### src/rtl/pc_update_unit_if.sv
// Signal bundle between the PC update unit and its environment
// (PC-source mux, ALU flags, exception logic and handler-vector memory).
interface pc_update_unit_if #(
    parameter int WIDTH = 32
);
    logic [WIDTH-1:0] pc_next_in;
    logic             pc_write;
    logic             pc_write_cond;
    logic [1:0]       branch_type;
    logic             alu_zero;
    logic             alu_lt;
    logic             alu_gt;
    logic             exc_req;
    logic [1:0]       exc_cause;
    logic [WIDTH-1:0] mem_rdata;
    logic [WIDTH-1:0] pc;
    logic [WIDTH-1:0] epc;
    logic             mem_req;
    logic [WIDTH-1:0] mem_addr;
    logic             busy;
    logic             exc_done;

    modport slave (
        input  pc_next_in, pc_write, pc_write_cond, branch_type,
               alu_zero, alu_lt, alu_gt, exc_req, exc_cause, mem_rdata,
        output pc, epc, mem_req, mem_addr, busy, exc_done
    );

    modport master (
        output pc_next_in, pc_write, pc_write_cond, branch_type,
               alu_zero, alu_lt, alu_gt, exc_req, exc_cause, mem_rdata,
        input  pc, epc, mem_req, mem_addr, busy, exc_done
    );
endinterface

### src/rtl/pc_update_unit.sv
// Program-counter register with branch-qualified writes and an exception
// sequence that saves EPC and loads the handler byte from a memory vector.
module pc_update_unit #(
    parameter int WIDTH    = 32,
    parameter int RESET_PC = 0,
    parameter int VEC_BASE = 253,
    parameter int MEM_LAT  = 1
) (
    input  logic            clk,
    input  logic            reset,
    pc_update_unit_if.slave bus
);
    localparam int CNT_W = (MEM_LAT < 1) ? 1 : $clog2(MEM_LAT + 1);

    typedef enum logic [1:0] {
        S_IDLE,
        S_REQ,
        S_WAIT,
        S_LOAD
    } state_t;

    state_t           state_reg, state_next;
    logic [WIDTH-1:0] pc_reg, pc_next;
    logic [WIDTH-1:0] epc_reg, epc_next;
    logic [CNT_W-1:0] cnt_reg, cnt_next;
    logic [1:0]       cause_reg, cause_next;
    logic [7:0]       byte_reg, byte_next;
    logic             mem_req_reg, mem_req_next;
    logic [WIDTH-1:0] mem_addr_reg, mem_addr_next;
    logic             busy_reg, busy_next;
    logic             exc_done_reg, exc_done_next;
    logic             cond_true;
    logic             unused_rdata;

    // Only the low byte of the vector entry is a handler address.
    assign unused_rdata = ^bus.mem_rdata[WIDTH-1:8];

    always_comb begin
        cond_true = 1'b0;
        case (bus.branch_type)
            2'b00:   cond_true = bus.alu_zero;
            2'b01:   cond_true = ~bus.alu_zero;
            2'b10:   cond_true = bus.alu_lt;
            default: cond_true = bus.alu_gt;
        endcase
    end

    always_comb begin
        state_next = state_reg;
        pc_next    = pc_reg;
        epc_next   = epc_reg;
        cnt_next   = cnt_reg;
        cause_next = cause_reg;
        byte_next  = byte_reg;

        case (state_reg)
            S_IDLE: begin
                // An exception in the same cycle as a PC write wins.
                if (bus.exc_req) begin
                    epc_next   = pc_reg - WIDTH'(4);
                    cause_next = (bus.exc_cause == 2'b11) ? 2'b00 : bus.exc_cause;
                    state_next = S_REQ;
                end else if (bus.pc_write || (bus.pc_write_cond && cond_true)) begin
                    pc_next = bus.pc_next_in;
                end
            end
            S_REQ: begin
                cnt_next   = CNT_W'(MEM_LAT);
                state_next = S_WAIT;
            end
            S_WAIT: begin
                cnt_next = cnt_reg - CNT_W'(1);
                if (cnt_reg == CNT_W'(1)) begin
                    byte_next  = bus.mem_rdata[7:0];
                    state_next = S_LOAD;
                end
            end
            default: begin
                pc_next    = WIDTH'(byte_reg);
                state_next = S_IDLE;
            end
        endcase

        // Outputs are computed from the next state so they can be registered.
        mem_req_next  = (state_next == S_REQ) || (state_next == S_WAIT);
        mem_addr_next = mem_req_next ? (WIDTH'(VEC_BASE) + WIDTH'(cause_next)) : '0;
        busy_next     = (state_next != S_IDLE);
        exc_done_next = (state_reg == S_LOAD);
    end

    always_ff @(posedge clk or posedge reset) begin
        if (reset) begin
            state_reg    <= S_IDLE;
            pc_reg       <= WIDTH'(RESET_PC);
            epc_reg      <= '0;
            cnt_reg      <= '0;
            cause_reg    <= 2'b00;
            byte_reg     <= 8'h00;
            mem_req_reg  <= 1'b0;
            mem_addr_reg <= '0;
            busy_reg     <= 1'b0;
            exc_done_reg <= 1'b0;
        end else begin
            state_reg    <= state_next;
            pc_reg       <= pc_next;
            epc_reg      <= epc_next;
            cnt_reg      <= cnt_next;
            cause_reg    <= cause_next;
            byte_reg     <= byte_next;
            mem_req_reg  <= mem_req_next;
            mem_addr_reg <= mem_addr_next;
            busy_reg     <= busy_next;
            exc_done_reg <= exc_done_next;
        end
    end

    assign bus.pc       = pc_reg;
    assign bus.epc      = epc_reg;
    assign bus.mem_req  = mem_req_reg;
    assign bus.mem_addr = mem_addr_reg;
    assign bus.busy     = busy_reg;
    assign bus.exc_done = exc_done_reg;
endmodule

### src/flat_wrapper.sv
// flat-port wrapper written by rule: the top's interface ports become plain ports
module pc_update_unit_flat 
#(
    parameter int WIDTH    = 32,
    parameter int RESET_PC = 0,
    parameter int VEC_BASE = 253,
    parameter int MEM_LAT  = 1
)
  (clk, reset, bus_pc_next_in, bus_pc_write, bus_pc_write_cond, bus_branch_type, bus_alu_zero, bus_alu_lt, bus_alu_gt, bus_exc_req, bus_exc_cause, bus_mem_rdata, bus_pc, bus_epc, bus_mem_req, bus_mem_addr, bus_busy, bus_exc_done);
  pc_update_unit_if #(.WIDTH(WIDTH)) bus_i ();
  input  logic clk;
  input  logic reset;
  input wire logic [$bits(bus_i.pc_next_in)-1:0] bus_pc_next_in;
  input wire logic [$bits(bus_i.pc_write)-1:0] bus_pc_write;
  input wire logic [$bits(bus_i.pc_write_cond)-1:0] bus_pc_write_cond;
  input wire logic [$bits(bus_i.branch_type)-1:0] bus_branch_type;
  input wire logic [$bits(bus_i.alu_zero)-1:0] bus_alu_zero;
  input wire logic [$bits(bus_i.alu_lt)-1:0] bus_alu_lt;
  input wire logic [$bits(bus_i.alu_gt)-1:0] bus_alu_gt;
  input wire logic [$bits(bus_i.exc_req)-1:0] bus_exc_req;
  input wire logic [$bits(bus_i.exc_cause)-1:0] bus_exc_cause;
  input wire logic [$bits(bus_i.mem_rdata)-1:0] bus_mem_rdata;
  output wire logic [$bits(bus_i.pc)-1:0] bus_pc;
  output wire logic [$bits(bus_i.epc)-1:0] bus_epc;
  output wire logic [$bits(bus_i.mem_req)-1:0] bus_mem_req;
  output wire logic [$bits(bus_i.mem_addr)-1:0] bus_mem_addr;
  output wire logic [$bits(bus_i.busy)-1:0] bus_busy;
  output wire logic [$bits(bus_i.exc_done)-1:0] bus_exc_done;
  assign bus_i.pc_next_in = bus_pc_next_in;
  assign bus_i.pc_write = bus_pc_write;
  assign bus_i.pc_write_cond = bus_pc_write_cond;
  assign bus_i.branch_type = bus_branch_type;
  assign bus_i.alu_zero = bus_alu_zero;
  assign bus_i.alu_lt = bus_alu_lt;
  assign bus_i.alu_gt = bus_alu_gt;
  assign bus_i.exc_req = bus_exc_req;
  assign bus_i.exc_cause = bus_exc_cause;
  assign bus_i.mem_rdata = bus_mem_rdata;
  assign bus_pc = bus_i.pc;
  assign bus_epc = bus_i.epc;
  assign bus_mem_req = bus_i.mem_req;
  assign bus_mem_addr = bus_i.mem_addr;
  assign bus_busy = bus_i.busy;
  assign bus_exc_done = bus_i.exc_done;
  pc_update_unit #(.WIDTH(WIDTH), .RESET_PC(RESET_PC), .VEC_BASE(VEC_BASE), .MEM_LAT(MEM_LAT)) u_core (.clk(clk), .reset(reset), .bus(bus_i));
endmodule
### config.mk
export PLATFORM = sky130hd
export DESIGN_NAME = pc_update_unit_flat
export DESIGN_NICKNAME = d
export VERILOG_FILES = /design/src/rtl/pc_update_unit_if.sv /design/src/rtl/pc_update_unit.sv /design/src/flat_wrapper.sv
export SDC_FILE = /design/constraint.sdc
export NUM_CORES = 1
export LEC_CHECK = 0
export ABC_AREA = 1
export CORE_UTILIZATION = 50
export DETAILED_ROUTE_END_ITERATION = 16
export DONT_BUFFER_PORTS = 1
export PLACE_DENSITY_LB_ADDON = 0.05
export SLEW_MARGIN = 40
export SYNTH_ARGS = -nofsm -noshare
export SYNTH_HDL_FRONTEND = slang
export SYNTH_SLANG_ARGS = --single-unit
export TNS_END_PERCENT = 50
### constraint.sdc
create_clock -name clk -period 2.6 [get_ports clk]
set_input_delay 0.26 -clock clk [delete_from_list [all_inputs] [get_ports clk]]
set_output_delay 0.26 -clock clk [all_outputs]
set_load 0.02 [all_outputs]
Yosys cells after proc, flatten, opt, wreduce, memory -nomap -nowiden
Index checks and enable logic that the tools add are counted.
{ "op_classes": {"n_addsub": 3, "mux": 12, "n_reduce_logical": 11, "eq_ne": 10, "bitwise_logic": 2} }
{ "ops": {"columns": ["operator", "n"], "rows": [
  ["32-bit 2-to-1 mux", 3],
  ["32-bit one-hot mux with 2 select lines", 1],
  ["32-bit by 3-bit subtractor with 32-bit output (second input constant)", 1],
  ["2-bit == test (second input constant)", 5],
  ["2-bit 2-to-1 mux", 5],
  ["8-bit by 2-bit adder with 9-bit output (first input constant)", 1],
  ["2-bit by 1-bit == test with 1-bit output (second input constant)", 3],
  ["2-bit one-hot mux with 3 select lines", 1],
  ["2-bit zero test", 2],
  ["2-bit AND reduction", 2],
  ["2-bit nonzero test", 2],
  ["1-bit one-hot mux with 3 select lines", 1],
  ["3-bit AND reduction", 1],
  ["1-bit logical OR", 2],
  ["2-bit by 1-bit != test with 1-bit output (second input constant)", 1],
  ["2-bit != test (second input constant)", 1],
  ["1-bit NOT", 2],
  ["1-bit one-hot mux with 2 select lines", 1],
  ["2-bit OR reduction", 1],
  ["1-bit logical AND", 1],
  ["1-bit subtractor (second input constant)", 1]
]} }
{ "totals": {"wordCells": 48, "ff_bits": 112, "out_inout_bits": 99, "input_bits": 76} }

Longest topological paths before layout
{ "depth": {"ltp_word": 7, "ltp_mapped": 11, "depth_no_buf": 10} }

Worst setup path before layout
OpenSTA, ideal clock, no wires.
{ "synth_path": {"path_kind": "register to register", "startpoint": "register u_core.state_reg[0]", "endpoint": "register u_core.mem_addr_reg[1] (netlist: u_core.bus.mem_addr[1])", "path_stages_with_launch": 11, "synth_period_minus_slack_ps": 1745, "path_slack_ps": 855, "setup_time_ps": 113, "t_arrival_ps": 1632, "t_required_ps": 2487, "n_path_buf": 2, "path_cell_list": "dfrtp_1 > inv_1 > ha_1 > buf_4 > nand2_2 > clkbuf_1 > nand2_1 > o31ai_1 > ha_1 > nand2_1 > inv_1"} }
{ "synth_via": {"elab_cells_between_ends": 12, "classes_between": "add/sub: 1; eq/ne: 4; mux: 5; reduce/logical: 2"} }
{ "synth_rtl": {"columns": ["item", "line", "text"], "rows": [
  ["from (decl)", "pc_update_unit.sv:22", "state_t state_reg, state_next;"],
  ["from (signal assigned)", "pc_update_unit.sv:104", "state_reg <= state_next;"],
  ["2-bit zero test", "pc_update_unit.sv:56", "case (state_reg)"],
  ["2-bit 2-to-1 mux", "pc_update_unit.sv:56", null],
  ["named net u_core.cause_next[1]", "pc_update_unit.sv:26", "logic [1:0] cause_reg, cause_next;"],
  ["8-bit by 2-bit adder with 9-bit output", "pc_update_unit.sv:86", "mem_addr_next = mem_req_next ? (WIDTH'(VEC_BASE) + WIDTH'(cause_next)) : '0;"],
  ["32-bit 2-to-1 mux", "pc_update_unit.sv:86", null],
  ["named net u_core.mem_addr_next[1]", "pc_update_unit.sv:29", "logic [WIDTH-1:0] mem_addr_reg, mem_addr_next;"],
  ["to (signal assigned)", "pc_update_unit.sv:111", "mem_addr_reg <= mem_addr_next;"],
  ["to (decl)", "pc_update_unit.sv:29", null]
]} }
The timed path passes the listed nets, and every way through them passes these cells.
A chain may end at the register's enable or synchronous reset.

Final worst setup path
Ends and elaborated chain as after synthesis.

==> impl_metrics.tcl <==
set metrics [dict create \
    dieWidth_um 95.6 \
    synth_area_per_cell_um2 7.85 \
    end_kind "register" \
    cts_resized 0 \
    grt_pass1_vias 3114 \
    worst_slew_pin_slew_ns 0.643 \
    synth_edf_count 0 \
    gp_congestion 0.802 \
    setup_viol 0 \
    fp-row-count 33 \
    worst_ep_arrival_time_ns 2.34 \
    synth.ff_latch_count 84 \
    nFillCells 797 \
    slew_violations 0 \
    syn_inst 558 \
    finalNonFillerCells 664 \
    drc 0 \
    viasPerCell 5.13 \
    diodes 0 \
    regToRegStartpoint "u_core.state_reg[0]$_DFF_PP0_" \
    multiInputGateArea_um2 1870 \
    start_util_pct 52.5 \
    postCtsSetupRepairBufs 0 \
    cp-start-kind "register" \
    grt_pass1_wl_mm 15.4 \
    synth_top_area_share_pct 48.0 \
    io_pins 175 \
    clockBufferDepth 2 \
    power_density_nw_per_um2 1400 \
    hold_viol_final 0 \
    max_freq_mhz 478 \
    yosys_warnings 0 \
    slew_headroom_pct 57.1 \
    power_mw 6.40 \
    async_reset_ff_share_pct 100 \
    holdPathStages 2 \
    ant_nets 0 \
    critPathKind "register to register" \
    synth.top_cells.by_area "dfrtp_1 48%, nand2_1 15%, buf_4 5.8%" \
    r2r_setup_slack_ns 0.51 \
    vias 3404 \
    die-area_um2 9140 \
    dp_cells 647 \
    crit_required_ns 2.85 \
    hold_class "primary input to register" \
    syn_to_final_growth_pct 4.28 \
    portBuffers 0 \
    drive_above_1_share_pct 8.23 \
    crit_fanout 15 \
    dp.final_hpwl_mm 7.21 \
    drt-total-wl_mm 9.76 \
    hold_start "bus_mem_rdata[2]" \
    ys.flop_type "dfrtp_1" \
    reg2regPathDepth 8 \
    finalSetupTns_ns 0 \
    htree_levels 3 \
    seq_area_um2 2100 \
    skew_ns 0.0126 \
    yosysTopAreaCell "dfrtp_1" \
    clk_pin_slew_ns 0.09 \
    outcome "finished clean" \
    cts_tree "yes" \
    hold_buffers 1 \
    ir_drop_mv 0.637 \
    drv_cap 0 \
    reg2reg_to "u_core.bus.mem_addr[1]$_DFF_PP0_" \
    leakagePower_nw 2.29 \
    clock-sinks 84 \
    timing.final.crit_share_pct 80.4 \
    antenna_found_initial 0 \
    netlist_area_um2 4380 \
    fp.coreArea_um2 8340 \
    numCtsBuffers 9 \
    grt.total_usage_pct 22.4 \
    drt-pass1-iter-count 4 \
    grt_max_degree 50 \
    ys_seq_area_share_pct 48.0 \
    nets 637 \
    hold_end "u_core.byte_reg[2]$_DFFE_PP0P_" \
    drtIter0Drc 127 \
    root_buffer "clkbuf_8" \
    gr-total-overflow 0 \
    die_height_um 95.6 \
    insertion_delay_ns 0.35 \
    fin_crit_ns 2.09 \
    ys_types 29 \
    avgRoutedWirePerCell_um 14.7 \
    rsz0062_at_grt "false" \
]
routing by layer:
layer	global-route usage [%]	vias up	share of wire (%)
li1	-	1706	-
met1	30.4	1575	46
met2	35.0	117	45
met3	7.34	6	8.3
met4	4.98	0	0.80
met5	0	-	0
how the worst max path moves through the flow:
stage,start,to,slack (ns),cells after the start
floorplan,reset,u_core.bus.busy$_DFF_PP0_,0.17,1
global placement,u_core.state_reg[0]$_DFF_PP0_,u_core.bus.mem_addr[1]$_DFF_PP0_,0.59,8
detailed placement,u_core.state_reg[0]$_DFF_PP0_,u_core.bus.mem_addr[1]$_DFF_PP0_,0.54,8
CTS,u_core.state_reg[0]$_DFF_PP0_,u_core.bus.mem_addr[1]$_DFF_PP0_,0.51,8
global route,u_core.state_reg[0]$_DFF_PP0_,u_core.bus.pc[1]$_DFFE_PP0P_,0.35,10
finish,u_core.state_reg[0]$_DFF_PP0_,u_core.bus.mem_addr[1]$_DFF_PP0_,0.51,8
report_power, final:
group,internal (mW),leakage (nW),switching [mW]
combinational,0.818,1.12,1.72
sequential,1.85,1.07,1.06
clock,0.494,0.102,0.454
layout make-up:
type / count / area share [%]
clock buffers: 12 / 3.40
clock inverters: 4 / 1.04
repair buffers: 9 / 1.81
inverters: 47 / 3.89
well taps: 105 / 2.88
flip-flops and latches: 84 / 46.0
multi-input cells: 403 / 41.0
kinds of logic (layout without fill, tap and decap cells):
logic type / count (synthesis) / in the layout / share of synthesized area (%)
flops: 84 / 84 / 48.0
simple gates: 282 / 282 / 27.0
buf+inv: 93 / 72 / 11.2
other cells: 1 / 23 / 0.0856
fa+ha+maj: 7 / 7 / 2.00
compound gates: 82 / 82 / 9.97
xor+xnor: 9 / 9 / 1.80
cell usage in the layout (no fill, tap or decap), types with 11 or more instances in the layout:
cell	count
clkbuf_8	11
conb_1	23
dfrtp_1	84
inv_1	43
nand2_1	180
nand3_1	23
nor2_1	54
o21ai_0	39
o21ai_1	26
critical path, cell delays in order, from the launching register on:
cell,delay (ns)
dfrtp_1,0.44
inv_1,0.10
ha_1,0.20
buf_4,0.23
nand2_2,0.22
o21ai_0,0.40
ha_1,0.30
nand2_1,0.06
inv_1,0.03
cell usage after synthesis (3+ instances only):
cell type,number
nor2_2,7
inv_1,44
ha_1,7
xor2_1,7
a21oi_1,3
a31oi_1,7
nand2_1,180
buf_4,34
clkbuf_1,7
o21ai_1,26
nor2_1,54
nand3_1,23
o21bai_1,6
buf_2,4
o21ai_0,39
dfrtp_1,84
nand4_1,4
nand2_2,6
stage by stage:
step	cell area [um2]	hold slack [ns]	setup slack, ns	util [%]
after global placement	4360	0.232	0.585	52.2
after detailed placement	4360	0.255	0.538	52.2
after CTS	4570	0.0219	0.512	54.8
after floorplan	4460	0.381	0.175	-
final	4570	0.0335	0.509	54.8
after global routing	4570	0.0232	0.348	54.8
(Power assumes the default switching activity.)
